==> src/rtl/pr_pkg.sv <==
// Shared PageRank buffer definitions: line geometry, write-buffer states, lane ordering.
package pr_pkg;

  localparam int FULL_WIDTH_DEF = 512;
  localparam int WIDTH_DEF      = 64;

  typedef enum logic [1:0] {
    EMPTY = 2'd0,
    FILL  = 2'd1,
    DRAIN = 2'd2
  } wb_state_e;

  function automatic int max_elems(input int full_w, input int w);
    return full_w / w;
  endfunction

  // Slot 0 is the most-significant lane; the read buffer unpacks in the same order.
  function automatic int slot_to_lane(input int k, input int n);
    return n - 1 - k;
  endfunction

endpackage

==> src/rtl/pr_write_buffer.sv <==
// Packs narrow elements into one masked wide memory write, issued when the line fills
// or on flush.
module pr_write_buffer
  import pr_pkg::*;
#(
  parameter int FULL_WIDTH = FULL_WIDTH_DEF,
  parameter int WIDTH      = WIDTH_DEF
) (
  input  logic                                    clk,
  input  logic                                    rst_n,
  input  logic                                    idata_valid,
  input  logic [WIDTH-1:0]                        idata,
  input  logic [7:0]                              base,
  output logic                                    iready,
  input  logic                                    flush,
  output logic                                    flush_done,
  output logic                                    wvalid,
  input  logic                                    wready,
  output logic [FULL_WIDTH-1:0]                   wdata,
  output logic [max_elems(FULL_WIDTH, WIDTH)-1:0] wmask
);

  localparam int MAX_ELEMS = max_elems(FULL_WIDTH, WIDTH);
  localparam int LW        = (MAX_ELEMS > 1) ? $clog2(MAX_ELEMS) : 1;
  localparam logic [7:0] MAX_B     = 8'(MAX_ELEMS);
  localparam logic [3:0] LAST_SLOT = 4'(MAX_ELEMS - 1);

  wb_state_e                         state;
  logic [3:0]                        wrptr;
  logic                              flush_pend;
  logic [MAX_ELEMS-1:0][WIDTH-1:0]   lanes;
  logic [MAX_ELEMS-1:0]              mask;

  logic          accept;
  logic [3:0]    wr_slot;
  logic [LW-1:0] wr_lane;
  logic          go_drain;

  always_comb begin
    accept  = idata_valid && (state != DRAIN);
    wr_slot = wrptr;
    if (state == EMPTY) wr_slot = (base < MAX_B) ? base[3:0] : 4'd0;
    wr_lane = LW'(slot_to_lane(int'(wr_slot), MAX_ELEMS));
    // A flush only drains when something is (or is about to be) held.
    go_drain = (accept && (wr_slot == LAST_SLOT)) ||
               (flush && ((state == FILL) || (state == EMPTY && accept)));
  end

  always_ff @(posedge clk or negedge rst_n) begin
    if (!rst_n) begin
      state      <= EMPTY;
      wrptr      <= 4'd0;
      flush_pend <= 1'b0;
      flush_done <= 1'b0;
      lanes      <= '0;
      mask       <= '0;
    end else begin
      flush_done <= 1'b0;
      case (state)
        EMPTY, FILL: begin
          if (accept) begin
            lanes[wr_lane] <= idata;
            mask[wr_lane]  <= 1'b1;
            wrptr          <= wr_slot + 4'd1;
          end
          if (go_drain) begin
            state      <= DRAIN;
            flush_pend <= flush;
          end else if (accept) begin
            state <= FILL;
          end
          if (state == EMPTY && flush && !accept) flush_done <= 1'b1;
        end
        DRAIN: begin
          if (flush) flush_pend <= 1'b1;
          if (wready) begin
            state      <= EMPTY;
            wrptr      <= 4'd0;
            lanes      <= '0;
            mask       <= '0;
            flush_pend <= 1'b0;
            flush_done <= flush_pend || flush;
          end
        end
        default: state <= EMPTY;
      endcase
    end
  end

  assign iready = (state != DRAIN);
  assign wvalid = (state == DRAIN);
  assign wdata  = lanes;
  assign wmask  = mask;

endmodule
==> config.mk <==
export PLATFORM = sky130hd
export DESIGN_NAME = pr_write_buffer
export DESIGN_NICKNAME = d
export VERILOG_FILES = /design/src/rtl/pr_pkg.sv /design/src/rtl/pr_write_buffer.sv
export SDC_FILE = /design/constraint.sdc
export NUM_CORES = 1
export LEC_CHECK = 0
export ABC_AREA = 1
export CAP_MARGIN = 10
export CORE_UTILIZATION = 30
export DETAILED_ROUTE_END_ITERATION = 12
export PLACE_DENSITY = 0.61
export SLEW_MARGIN = 10
export SYNTH_ARGS = -nofsm -noshare
export SYNTH_HDL_FRONTEND = slang
export SYNTH_SLANG_ARGS = --single-unit
==> constraint.sdc <==
create_clock -name clk -period 2 [get_ports clk]
set_clock_uncertainty 0.05 [all_clocks]
set_input_delay 0.2 -clock clk [delete_from_list [all_inputs] [get_ports clk]]
set_output_delay 0.2 -clock clk [all_outputs]
set_load 0.01 [all_outputs]
==> metrics.md <==
| Metric | Value |
|---|---|
| Hold Path Class | `in -> async` |
| Final setup fails | `1` |
| Synth top cells by count | `nand2_1, dfrtp_1, nand3_1` |
| Violated checks | `setup timing` |
| Max-slew headroom | `63.5%` |
| Global Route Usage Sum | `between 20 and 25%` |
| Num Clock Sinks | `approximately 530` |
| Dominant synthesized flop cell | `dfrtp_1` |
| Worst Tran Pin Value | `approximately 0.55 ns` |
| Clock-pin slew on the worst setup and hold paths | `0.06 ns` |
| Post-Route WL | `about 87 mm` |
| Synth Cell Area | `21,400 um2` |
| Cell mode on critical path | `nand2_1` |
| Synthesized Nets | `between 2,000 and 2,500` |
| Final HPWL DP | `between 50 and 60 mm` |
| Synth warn | `0` |
| Slew Limit Fails | `0` |
| Die Ht | `approximately 270 um` |
| Die W | `roughly 270 um` |
| Area contributors post-synth | `dfrtp_1, nand2_1, nand3_1` |
| Port Buffers | `approximately 600` |
| Starting DRT DRC Count | `~1,600` |
| Synthesis-stage register bit count | `roughly 530` |
| Gate Count Post-Synth | `~2,300` |
| Post-synth top area share | `61.6%` |
| Kind of critical path | `reg -> reg` |
| Status | `finished, violations left` |
| Drt wl/cell | `approximately 22 um` |
| Final period util | `100%` |
| Yosys top cell by area | `dfrtp_1` |
| Most common cell in the netlist | `nand2_1` |
| Max-cap check violation count | `0` |
| Top delay family on crit path | `simple AND/OR/NAND/NOR gates` |
| Crit. End Element | `flop` |
| Ports | `600` |
| Leakage power | `roughly 16 nW` |
| CTS root buf | `clkbuf_16` |
| Fill cells | `roughly 6,700` |
| Max stage delay on crit path | `0.37 ns` |
| First-pass GRT wire length | `between 100 and 150 mm` |
| Crit Path Max Fanout | `32` |
| Worst skew pair latency | `0.60 ns` |
| Initial antenna violation count | `2` |
| Final setup margin | `-0.00888 ns` |
| Setup TNS | `-0.00888 ns` |
| Tot Pwr | `~43 mW` |
| CP bufs+invs | `3` |
| DRC | `0` |
| Congestion Overflow GR | `0` |
| CTS max path bufs | `3` |
| Sequential fraction of the synthesis area | `between 60 and 70%` |
| Total Die Area | `about 73,000 um2` |
| TritonRoute pass-1 iters | `5` |
| Share of post-route cells with drive strength above 1 | `12.0%` |
| Final antenna-violating net count | `0` |
| Placer Congestion | `roughly 0.84` |
| CTS tree | `built` |
| Worst VDD drop | `between 700 and 800 uV` |
| Fmax | `approximately 500 MHz` |
| Crit path cell chain | `or2_4 > nor2_2 > nand2_2 > buf_4 > nand2_2 > nand2_1 > nor2_4 > buf_12 > nor2_4 > buf_12 > nand2_1 > nand2_1` |
| Vias | `19,100` |
| Final Hold Vio Count | `0` |
| RSZ-0062 raised after global routing | `yes` |
| Post-synth cell types | `32` |
| Crit path arrival time | `roughly 2.4 ns` |
| Largest net degree at the start of global routing | `80` |
| Vias in the first global route | `between 15,000 and 20,000` |
| Area grow syn2layout | `48.2%` |
| Ys async rst share | `between 90% and 100%` |
| Tmin final | `approximately 2.0 ns` |
| Required time of the critical path | `~2.4 ns` |
| Total CTS buffers | `about 60` |
| Initial core utilization | `approximately 30%` |
| ANT cells | `0` |
| CORE AREA | `70,400 um2` |
| Syn Area/Cell | `around 9.2 um2` |
| Routed vias/inst | `around 4.8` |
| Cell row count | `97` |
| Post-synth EDFFs | `0` |
| Worst path slowest cell | `dfrtp_1` |
| H-tree depth | `2` |
| CP startpoint kind | `flop` |
| Fin nets | `just over 3,000` |
| PD cells | `roughly 1400 nW/um2` |
## area by class of cell
cell class,instances,area [um2],area share [%]
sequential,528,13200,41.6
timing repair buffer,732,7980,25.1
multi-input combinational,1556,7070,22.2
clock buffer,87,1700,5.36
tap,940,1180,3.70
inverter,92,413,1.30
clock inverter,19,203,0.638
timing repair inverter,1,16.3,0.0512
## sequential cells by signal, indices dropped and copies added, names as in the netlist
register / count
wdata: 512
wmask: 8
wrptr: 4
state: 2
flush_done: 1
flush_pend: 1
## cell usage in the layout, fill, tap and decap left out, drive strengths merged
cell type | synthesis | routed
o211ai | 1 | 1
dlygate4sd3 | 0 | 1
nor3 | 1 | 1
inv | 91 | 90
dfrtp | 528 | 528
o21ai | 132 | 132
or2 | 2 | 2
bufinv | 0 | 3
a21oi | 11 | 11
nand3 | 389 | 389
clkdlybuf4s15 | 0 | 1
ha | 1 | 1
buf | 112 | 119
nand2 | 993 | 994
o31ai | 1 | 1
o21a | 1 | 1
nand4 | 1 | 1
nor2 | 21 | 21
clkinv | 1 | 14
clkinvlp | 0 | 5
clkbuf | 46 | 102
clkdlybuf4s50 | 0 | 596
a22o | 1 | 1
## final timing paths
kind | start | endpoint | slack (ns) | cells past startpoint
setup / recovery | state[1] | wdata[29] | -0.009 | 12
hold / removal | rst_n | wdata[387] | 0.1 | 2
setup reg to reg | state[1] | wdata[29] | -0.009 | 12
hold reg to reg | wdata[93] | wdata[93] | 0.42 | 2
max in group asynchronous | rst_n | wdata[383] | 1.03 | 3
min in group clk | idata[54] | wdata[438] | 0.16 | 3
## layer usage
layer	GRT usage, %	share of wire, %
met3	5.38	7.8
met5	0	0.013
met2	36.0	47
met4	7.95	3.3
met1	28.8	41
## where the power goes
| part | internal [mW] | switching (mW) |
|---|---|---|
| combinational | 7.96 | 8.57 |
| sequential | 13.8 | 1.91 |
| clock | 6.26 | 4.51 |
| total | 28.0 | 15.0 |
## cells by family (layout without fill, tap and decap cells)
kind of cell,count (synthesis),after routing,share of synthesized area (%)
AND/OR/NAND/NOR,1407,1408,27.4
AO/OA/AOI/OAI,147,147,4.29
adder cells (fa/ha/maj),1,1,0.0584
flip-flops,528,528,61.6
buffers and inverters,250,931,6.59
## stage by stage
step / std cells / hold slack [ns] / worst slack, ns / utilization (%) / instance area, um2
6_report: 3955 / 0.0959 / -0.00888 / 45.1 / 31800
5_1_grt: 3955 / 0.116 / -0.0546 / 45.1 / 31800
4_1_cts: 3927 / 0.0846 / -0.00522 / 44.0 / 31000
3_5_place_dp: 3816 / 0.141 / -0.407 / 41.0 / 28900
3_3_place_gp: 3816 / 0.139 / -0.385 / 41.0 / 28900
2_1_floorplan: 2333 / -0.146 / 0.0782 / - / 21400
## repair_timing
| action | in CTS | in global routing |
|---|---|---|
| setup buffers | 0 | 9 |
| pin swaps | 2 | 26 |
| hold endpoints to repair | 502 | 0 |
| resized for setup | 25 | 87 |
| gates cloned | 4 | 19 |
| hold buffers | 1 | 0 |
| endpoints found under the setup margin | 287 | 297 |
Note: power is estimated with default switching activity, not from simulation.
